`src/rtl/dmem_arbiter.sv`:
```
// Data-memory port arbiter between the core M-stage and an external requester.
// The core normally wins; a starvation counter periodically forces one external access.
module dmem_arbiter #(
  parameter int ADDR_W   = 14,
  parameter int DATA_W   = 32,
  parameter int MAX_WAIT = 4
) (
  input  logic              clk,
  input  logic              reset,
  input  logic              core_req,
  input  logic              core_we,
  input  logic [ADDR_W-1:0] core_addr,
  input  logic [DATA_W-1:0] core_wdata,
  output logic [DATA_W-1:0] core_rdata,
  output logic              core_stall,
  input  logic              ext_req,
  input  logic              ext_we,
  input  logic [ADDR_W-1:0] ext_addr,
  input  logic [DATA_W-1:0] ext_wdata,
  output logic              ext_gnt,
  output logic [DATA_W-1:0] ext_rdata,
  output logic              ext_rvalid,
  output logic              mem_we,
  output logic [ADDR_W-1:0] mem_addr,
  output logic [DATA_W-1:0] mem_wdata,
  input  logic [DATA_W-1:0] mem_rdata
);

  localparam int CNT_W = $clog2(MAX_WAIT + 1);
  localparam logic [CNT_W-1:0] CNT_LAST = CNT_W'(MAX_WAIT - 1);

  localparam logic [0:0] CORE_PRI  = 1'b0;
  localparam logic [0:0] EXT_FORCE = 1'b1;

  logic [0:0]        r_state;
  logic [CNT_W-1:0]  r_wait_cnt;
  logic              r_ext_rvalid;
  logic [DATA_W-1:0] r_ext_rdata;

  logic w_conflict;
  assign w_conflict = core_req & ext_req;

  assign core_rdata = mem_rdata;

  // A read response still in flight is hidden as soon as reset is asserted.
  assign ext_rvalid = r_ext_rvalid & reset;
  assign ext_rdata  = reset ? r_ext_rdata : '0;

  always_comb begin
    // NOTE: every output gets a default first so no path through the block infers a latch.
    mem_we     = 1'b0;
    mem_addr   = core_addr;
    mem_wdata  = core_wdata;
    ext_gnt    = 1'b0;
    core_stall = 1'b0;
    if (!reset) begin
      mem_addr  = '0;
      mem_wdata = '0;
    end else if (r_state == EXT_FORCE) begin
      if (ext_req) begin
        ext_gnt    = 1'b1;
        mem_we     = ext_we;
        mem_addr   = ext_addr;
        mem_wdata  = ext_wdata;
        core_stall = core_req;
      end
    end else if (core_req) begin
      mem_we = core_we;
    end else if (ext_req) begin
      ext_gnt   = 1'b1;
      mem_we    = ext_we;
      mem_addr  = ext_addr;
      mem_wdata = ext_wdata;
    end
  end

  // NOTE: sequential state uses non-blocking assignments so all registers update together.
  always_ff @(posedge clk) begin
    if (!reset) begin
      r_state      <= CORE_PRI;
      r_wait_cnt   <= '0;
      r_ext_rvalid <= 1'b0;
      r_ext_rdata  <= '0;
    end else begin
      r_ext_rvalid <= ext_gnt & ~ext_we;
      if (ext_gnt && !ext_we) begin
        r_ext_rdata <= mem_rdata;
      end

      if (r_state == EXT_FORCE) begin
        r_state    <= CORE_PRI;
        r_wait_cnt <= '0;
      end else if (w_conflict) begin
        if (r_wait_cnt == CNT_LAST) begin
          r_state    <= EXT_FORCE;
          r_wait_cnt <= '0;
        end else begin
          r_wait_cnt <= r_wait_cnt + 1'b1;
        end
      end else begin
        r_wait_cnt <= '0;
      end
    end
  end

endmodule

```
`config.mk`:
```
export PLATFORM = sky130hd
export DESIGN_NAME = dmem_arbiter
export DESIGN_NICKNAME = d
export VERILOG_FILES = /design/src/rtl/dmem_arbiter.sv
export SDC_FILE = /design/constraint.sdc
export NUM_CORES = 1
export LEC_CHECK = 0
export ABC_AREA = 1
export CAP_MARGIN = 20
export CORE_ASPECT_RATIO = 0.75
export CORE_MARGIN = 2
export CORE_UTILIZATION = 36
export CTS_CLUSTER_DIAMETER = 50
export DETAILED_ROUTE_END_ITERATION = 7
export HOLD_SLACK_MARGIN = 0.1
export PLACE_DENSITY = 0.88
export SLEW_MARGIN = 40
export SYNTH_ARGS = -nofsm -noshare
export SYNTH_HDL_FRONTEND = slang
export SYNTH_SLANG_ARGS = --single-unit
```
`constraint.sdc`:
```
create_clock -name clk -period 2.2 [get_ports clk]
set_input_delay 0.33 -clock clk [delete_from_list [all_inputs] [get_ports clk]]
set_output_delay 0.33 -clock clk [all_outputs]
set_load 0.01 [all_outputs]
```
# Yosys cells after proc, flatten, opt, wreduce, memory -nomap -nowiden
# Cells that the tools add are included.
# totals
register_bits	37
output_inout_bits	114
wordCells	37
# classes
n_addsub	1
eq_ne	1
n_mux	21
bitwise	6
n_reduce_logical	4
# ops
op	n
32-bit two-way mux	5
14-bit two-way mux	4
1-bit two-way mux	12
4-bit OR reduction	1
3-bit by 1-bit adder with 3-bit output, second input constant	1
1-bit bitwise AND	3
3-bit by 2-bit equality test with 1-bit output, second input constant	1
1-bit NOT	3
3-bit OR reduction	1
1-bit logical AND	1
1-bit logical NOT	1

# Logic depth before layout (Yosys ltp)
# Gate-level depths: netlist of run 1.
# logic_depth
word_depth	5
depth_mapped	7

# Worst setup path before layout of run 1
# OpenSTA, ideal clock, no wires.
# synth_path
kind	flip-flop to output port
startpoint	register r_state
endpoint	output mem_we
arrival_ns	0.989
slack_ns	0.881
stages_incl_launch_ff	8
path_cell_list	dfxtp_1 -> inv_2 -> nand2_4 -> buf_6 -> inv_2 -> nor2_1 -> nand2_1 -> nand2_1
# synth_via
elab_chain_len	2
# synth_rtl
item	line	source
start: declaration	35	logic [0:0] r_state;
start signal: assignment	80	r_state <= CORE_PRI;
start signal: assignment	91	r_state <= CORE_PRI;
start signal: assignment	95	r_state <= EXT_FORCE;
1-bit two-way mux	59	end else if (r_state == EXT_FORCE) begin
1-bit two-way mux	56	if (!reset) begin
end: declaration	23	output logic mem_we,
# Every way passes these cells.

# Worst setup path after layout of run 1
# layout_path
startpoint	input core_req
endpoint	output mem_wdata[31]
# layout_via
elab_chain_len	3
# layout_rtl
item	line	source
start: declaration	10	input logic core_req,
32-bit two-way mux	67	end else if (core_req) begin
32-bit two-way mux	59	
32-bit two-way mux	56	
end: declaration	25	output logic [DATA_W-1:0] mem_wdata,
# Every way passes these cells.

==> impl_metrics.env, run 1 <==
export IMPL_root_buffer="clkbuf_8"
export IMPL_fmax_mhz=481
export IMPL_diodes=0
export IMPL_cts_sinks=37
export IMPL_die_x_um=109
export IMPL_post_place_ws_ps=-91.6
export IMPL_final_common_cell="clkdlybuf4s50_1"
export IMPL_cap_violations=0
export IMPL_hold_depth=1
export IMPL_die_area_mm2=0.00908
export IMPL_start_util_pct=37.5
export IMPL_critPathLaunchType="input port"
export IMPL_drc=0
export IMPL_place_congestion=0.829
export IMPL_num_fill_cells=706
export IMPL_regArea_um2=741
export IMPL_crit_family="buffers and inverters"
export IMPL_post_drt_wl_per_cell_um=12.7
export IMPL_end_kind="primary output"
export IMPL_dp_hpwl_um=8200
export IMPL_totalPowerFinal_w=0.00206
export IMPL_criticalPathCategory="input port to primary output"
export IMPL_period_minus_slack_ps=2080
export IMPL_syn_to_final_growth_pct=78.5
export IMPL_path_max_fanout=8
export IMPL_vias_per_cell=4.69
export IMPL_path_buf_inv=2
export IMPL_numCtsBuffers=5
export IMPL_yosysWarnings=0
export IMPL_die_h_um=83.0
export IMPL_min_path_type="flop to flop"
export IMPL_timing_final_ws_setup_ps=120
export IMPL_crit_top_cell="clkdlybuf4s50_1"
export IMPL_yosysSeqAreaShare_pct=24.7
export IMPL_multiInputGateArea_mm2=0.00148
export IMPL_drt_first_iter_violations=179
export IMPL_core_area_mm2=0.00799
export IMPL_final_cell_area_mm2=0.00535
export IMPL_clk_pin_slew_ps=70
export IMPL_status="finished, final reports clean"
export IMPL_vdd_ir_drop_worst_uv=277
export IMPL_fin_cells=826
export IMPL_tritoncts="done"
export IMPL_grt_start_max_net_pins=45
export IMPL_dp_cells=818
export IMPL_period_share_pct=94.5
export IMPL_max_slew_worst_pin_slew_ps=413
export IMPL_required_ps=1870
export IMPL_setup_viol=0
export IMPL_leakage_nw=2.84
export IMPL_num_vias=3873
export IMPL_hold_viol_final=0
export IMPL_synth_seq_cells=37
export IMPL_path_cells="clkdlybuf4s50_1 -> nand2_4 -> nand3_1 -> nand2_1 -> nor2_1 -> clkdlybuf4s50_1"
export IMPL_clk_latency_ps=290
export IMPL_cp_slowest_stage_delay_ps=570
export IMPL_drv_slew=0
export IMPL_cp_num_cells=6
export IMPL_power_density_mw_per_mm2=386
export IMPL_ff2ff_path_depth=7
export IMPL_rows=28
export IMPL_ant_nets=0
export IMPL_first_global_vias=3608
export IMPL_antenna_found_initial=0
export IMPL_wl_um=10500
export IMPL_utilization_pct=66.9
export IMPL_cp_arrival_ps=1750
export IMPL_relSlewSlack_pct=72.5
export IMPL_syn_inst=526
export IMPL_syn_nets=658
export IMPL_cts_buffer_depth=2
export IMPL_htree_levels=2
export IMPL_fin_nets=852
export IMPL_syn_cell_area_mm2=0.00300
export IMPL_overflow=0
export IMPL_crit_slowest_cell="clkdlybuf4s50_1"
export IMPL_ios=244
export IMPL_rsz0062_at_grt="no"
export IMPL_dr_pass1_iters=4
export IMPL_yosysUniqueCellTypes=18
export IMPL_io_buffers=243
export IMPL_syn_area_per_cell_um2=5.70
export IMPL_post_cts_setup_buffer_count=0
export IMPL_mostFrequentLayoutCells="clkdlybuf4s50_1, nand2_1, inv_1"
export IMPL_skew_ps=5.84
export IMPL_placed_area_mm2=0.00529
export IMPL_grt_pass1_wl_um=16500
export IMPL_grt_use_total_pct=22.1
export IMPL_layout_drive_gt1_share_pct=4.44
-- worst register-to-register path: stages (launching register included) --
cell	delay (ps)
dfxtp_1	360
inv_2	50
nand2_4	120
buf_4	170
buf_4	340
nand3_4	410
nand2_1	190
nand2_1	60
-- per-layer routing --
metal	track usage (%)	wire [um]	vias to the layer above
li1	-	-	1981
met1	23.7	4030	1715
met2	41.4	5360	159
met3	6.20	911	18
met4	6.21	210	0
met5	0	0	-
-- where the power goes --
group | switching (W) | internal [W]
Combinational | 0.000328 | 0.000426
Sequential | 0.00000600 | 0.000692
Clock | 0.000240 | 0.000370
-- final cells by class --
cell class,instances,share of cell area (%)
Timing Repair Buffer,260,47.8
Inverter,87,6.11
Clock buffer,7,1.61
Sequential cell,37,13.9
Tap cell,105,2.46
Multi-Input combinational cell,329,27.6
Clock inverter,1,0.562
-- cell families after synthesis --
logic type	count (synthesis)	share of synthesized area (%)
compound gates	46	7.68
buf+inv	160	26.1
flops	37	24.7
simple gates	281	40.7
fa+ha+maj	2	0.835
-- flip-flops by register name (all words and copies together) (netlist names) --
signal / flops
r_state: 1
r_ext_rvalid: 1
r_wait_cnt: 3
r_ext_rdata: 32
-- final timing paths --
| path | from | end | slack, ps |
|---|---|---|---|
| worst max-delay path | core_req | mem_wdata[31] | 120 |
| worst min-delay path | r_wait_cnt[0] | r_wait_cnt[0] | 440 |
| worst max register to register | r_state | r_ext_rdata[11] | 410 |
| worst min register to register | r_wait_cnt[0] | r_wait_cnt[0] | 440 |
-- stage by stage --
step,TNS [ps],hold WS [ps]
2_1_floorplan,0,399
3_3_place_gp,-1610,407
3_5_place_dp,-2170,424
4_1_cts,0,446
5_1_grt,0,458
6_report,0,444
-- synth_stat cells --
cell / number / share of area [%]
clkbuf_1: 5 / 0.63
nand2_4: 1 / 0.38
inv_2: 3 / 0.38
buf_4: 37 / 9.3
nand2_2: 1 / 0.21
ha_1: 2 / 0.83
a21oi_1: 46 / 7.7
nor3_1: 1 / 0.17
nand3_1: 48 / 8.0
inv_1: 84 / 11
nand3_4: 1 / 0.58
buf_2: 27 / 4.5
nand4_1: 32 / 6.7
nand2_1: 146 / 18
dfxtp_1: 37 / 25
nor2_1: 51 / 6.4
buf_1: 3 / 0.38
buf_6: 1 / 0.38
-- what timing repair did --
item | 4_1_cts | 5_1_grt
gates resized for setup | 48 | 0
hold buffers | 0 | 0
setup endpoints to repair | 47 | 0
(Power assumes the default switching activity.)
==> run 2: changes to the inputs <==
SKIP_CTS_REPAIR_TIMING = 1   (was unset)
==> run 2 against run 1 <==
Net effect:
- the flow now finishes with violations (negative setup slack)
- register-to-register slack about the same
- sequential power about the same
- setup slack worse by 150 ps
- design area up 3.3%
- routed wire length up 3.2%
- hold slack about the same
- core utilization up 2.2 points
- die area unchanged
- power up 1.6%
- global-route usage down 0.065 points
- critical path depth unchanged
==> impl_metrics.env, run 2 (synthesis gave the netlist of run 1 again) <==
export IMPL_status="complete, but fails checks"
export IMPL_violations="negative setup slack"
export IMPL_ff2ff_path_depth=7
export IMPL_hold_start="r_wait_cnt[0]"
export IMPL_syn_to_final_growth_pct=84.3
export IMPL_clk_pin_slew_ps=70
export IMPL_num_fill_cells=662
export IMPL_rr_startpoint="r_state"
export IMPL_largest_register="r_ext_rdata"
export IMPL_layout_drive_gt1_share_pct=4.58
export IMPL_drv_slew=0
export IMPL_antenna_found_initial=0
export IMPL_timing_final_ws_setup_ps=-27.8
export IMPL_relSlewSlack_pct=72.7
export IMPL_criticalPathCategory="input port to primary output"
export IMPL_leakage_nw=3.32
export IMPL_numCtsBuffers=5
export IMPL_grt_start_max_net_pins=45
export IMPL_min_path_type="flop to flop"
export IMPL_vias_per_cell=4.71
export IMPL_diodes=0
export IMPL_worst_r2r_setup_slack_ps=410
export IMPL_clk_latency_ps=290
export IMPL_cp_arrival_ps=1900
export IMPL_utilization_pct=69.1
export IMPL_vdd_ir_drop_worst_uv=282
export IMPL_setup_viol=2
export IMPL_timing_hold_ws_ps=444
export IMPL_period_share_pct=101
export IMPL_fin_nets=852
export IMPL_post_drt_wl_per_cell_um=13.1
export IMPL_r2r_end="r_ext_rdata[5]"
export IMPL_path_max_fanout=21
export IMPL_start_util_pct=37.5
export IMPL_critPathLaunchType="input port"
export IMPL_wl_um=10900
export IMPL_rows=28
export IMPL_overflow=0
export IMPL_post_place_ws_ps=-91.6
export IMPL_root_buffer="clkbuf_8"
export IMPL_hold_depth=1
export IMPL_core_area_mm2=0.00799
export IMPL_io_buffers=243
export IMPL_placed_area_mm2=0.00529
export IMPL_cap_violations=0
export IMPL_hold_path_end="r_wait_cnt[0]"
export IMPL_num_vias=3889
export IMPL_fmax_mhz=449
export IMPL_die_x_um=109
export IMPL_htree_levels=2
export IMPL_hold_viol_final=0
export IMPL_first_global_vias=3596
export IMPL_power_density_mw_per_mm2=379
export IMPL_end_kind="primary output"
export IMPL_place_congestion=0.829
export IMPL_dr_pass1_iters=4
export IMPL_final_common_cell="clkdlybuf4s50_1"
export IMPL_drt_first_iter_violations=154
export IMPL_grt_use_total_pct=22.0
export IMPL_final_cell_area_mm2=0.00552
export IMPL_skew_ps=4.55
export IMPL_cts_buffer_depth=2
export IMPL_rsz0062_at_grt="yes"
export IMPL_drc=0
export IMPL_max_slew_worst_pin_slew_ps=409
export IMPL_ant_nets=0
export IMPL_required_ps=1870
export IMPL_die_h_um=83.0
export IMPL_cts_sinks=37
export IMPL_die_area_mm2=0.00908
export IMPL_top_regs="r_ext_rdata (32), r_wait_cnt (3)"
export IMPL_tritoncts="done"
export IMPL_period_minus_slack_ps=2230
export IMPL_setup_tns_ps=-55.3
export IMPL_grt_pass1_wl_um=16400
export IMPL_largest_reg_flops=32
export IMPL_dp_hpwl_um=8200
export IMPL_mostFrequentLayoutCells="clkdlybuf4s50_1, nand2_1, inv_1"
export IMPL_ios=244
## run 2: changes by cell type in the layout (fill, tap and decap cells not counted), sizes merged
cell,before,now
clkdlybuf4s50,194,196
dlygate4sd2,47,0
dlymetal6s2s,0,45
## run 2: cell type report
cell class,count,area (um2),area share [%]
multi-input combinational,329,1480,26.8
clock buffer,7,86.3,1.56
sequential,37,741,13.4
inverter,87,327,5.91
clock inverter,1,30.0,0.544
tap,105,131,2.38
timing repair buffer,260,2730,49.4
## run 2: metrics by stage
| stage | instances | total power (W) |
|---|---|---|
| finish | 826 | 0.00209 |
| global route | 826 | 0.00221 |
| CTS | 826 | 0.00213 |
| detailed placement | 818 | 0.00151 |
| global placement | 818 | 0.00150 |
| floorplan | 526 | 0.00105 |
## run 2: worst max path at each step
| stage | cells after the start | slack (ps) | startpoint | endpoint |
|---|---|---|---|---|
| floorplan | 7 | 880 | r_state | mem_we |
| global route | 7 | -100 | core_req | mem_wdata[25] |
| CTS | 8 | -90 | core_req | mem_we |
| finish | 6 | -30 | core_req | mem_wdata[27] |
| global placement | 7 | -80 | core_req | mem_addr[13] |
| detailed placement | 7 | -90 | core_req | mem_wdata[26] |
## run 2: worst max-delay path, stage by stage
cell and delay [ps]:
clkdlybuf4s50_1 470, nand2_4 140, buf_6 190, a21oi_1 90, nor2_1 120, clkdlybuf4s50_1 560
## run 2: power by group
group	switching, W	total, W	internal [W]
registers	0.00000598	0.000698	0.000692
clock network	0.000242	0.000611	0.000370
logic	0.000333	0.000786	0.000453
total	0.000580	0.00209	0.00151
## run 2: metal layers
metal	wire [um]	vias to the layer above	GRT usage, %
met5	0	-	0
met4	235	0	6.33
met3	904	20	6.12
met2	5620	164	41.2
met1	4090	1722	23.7
li1	-	1983	-
==> run 3: changes to the inputs <==
SLEW_MARGIN = 10   (was 40)
==> results of run 3 <==
The final DEF is identical to that of run 2; final timing and power are the same.
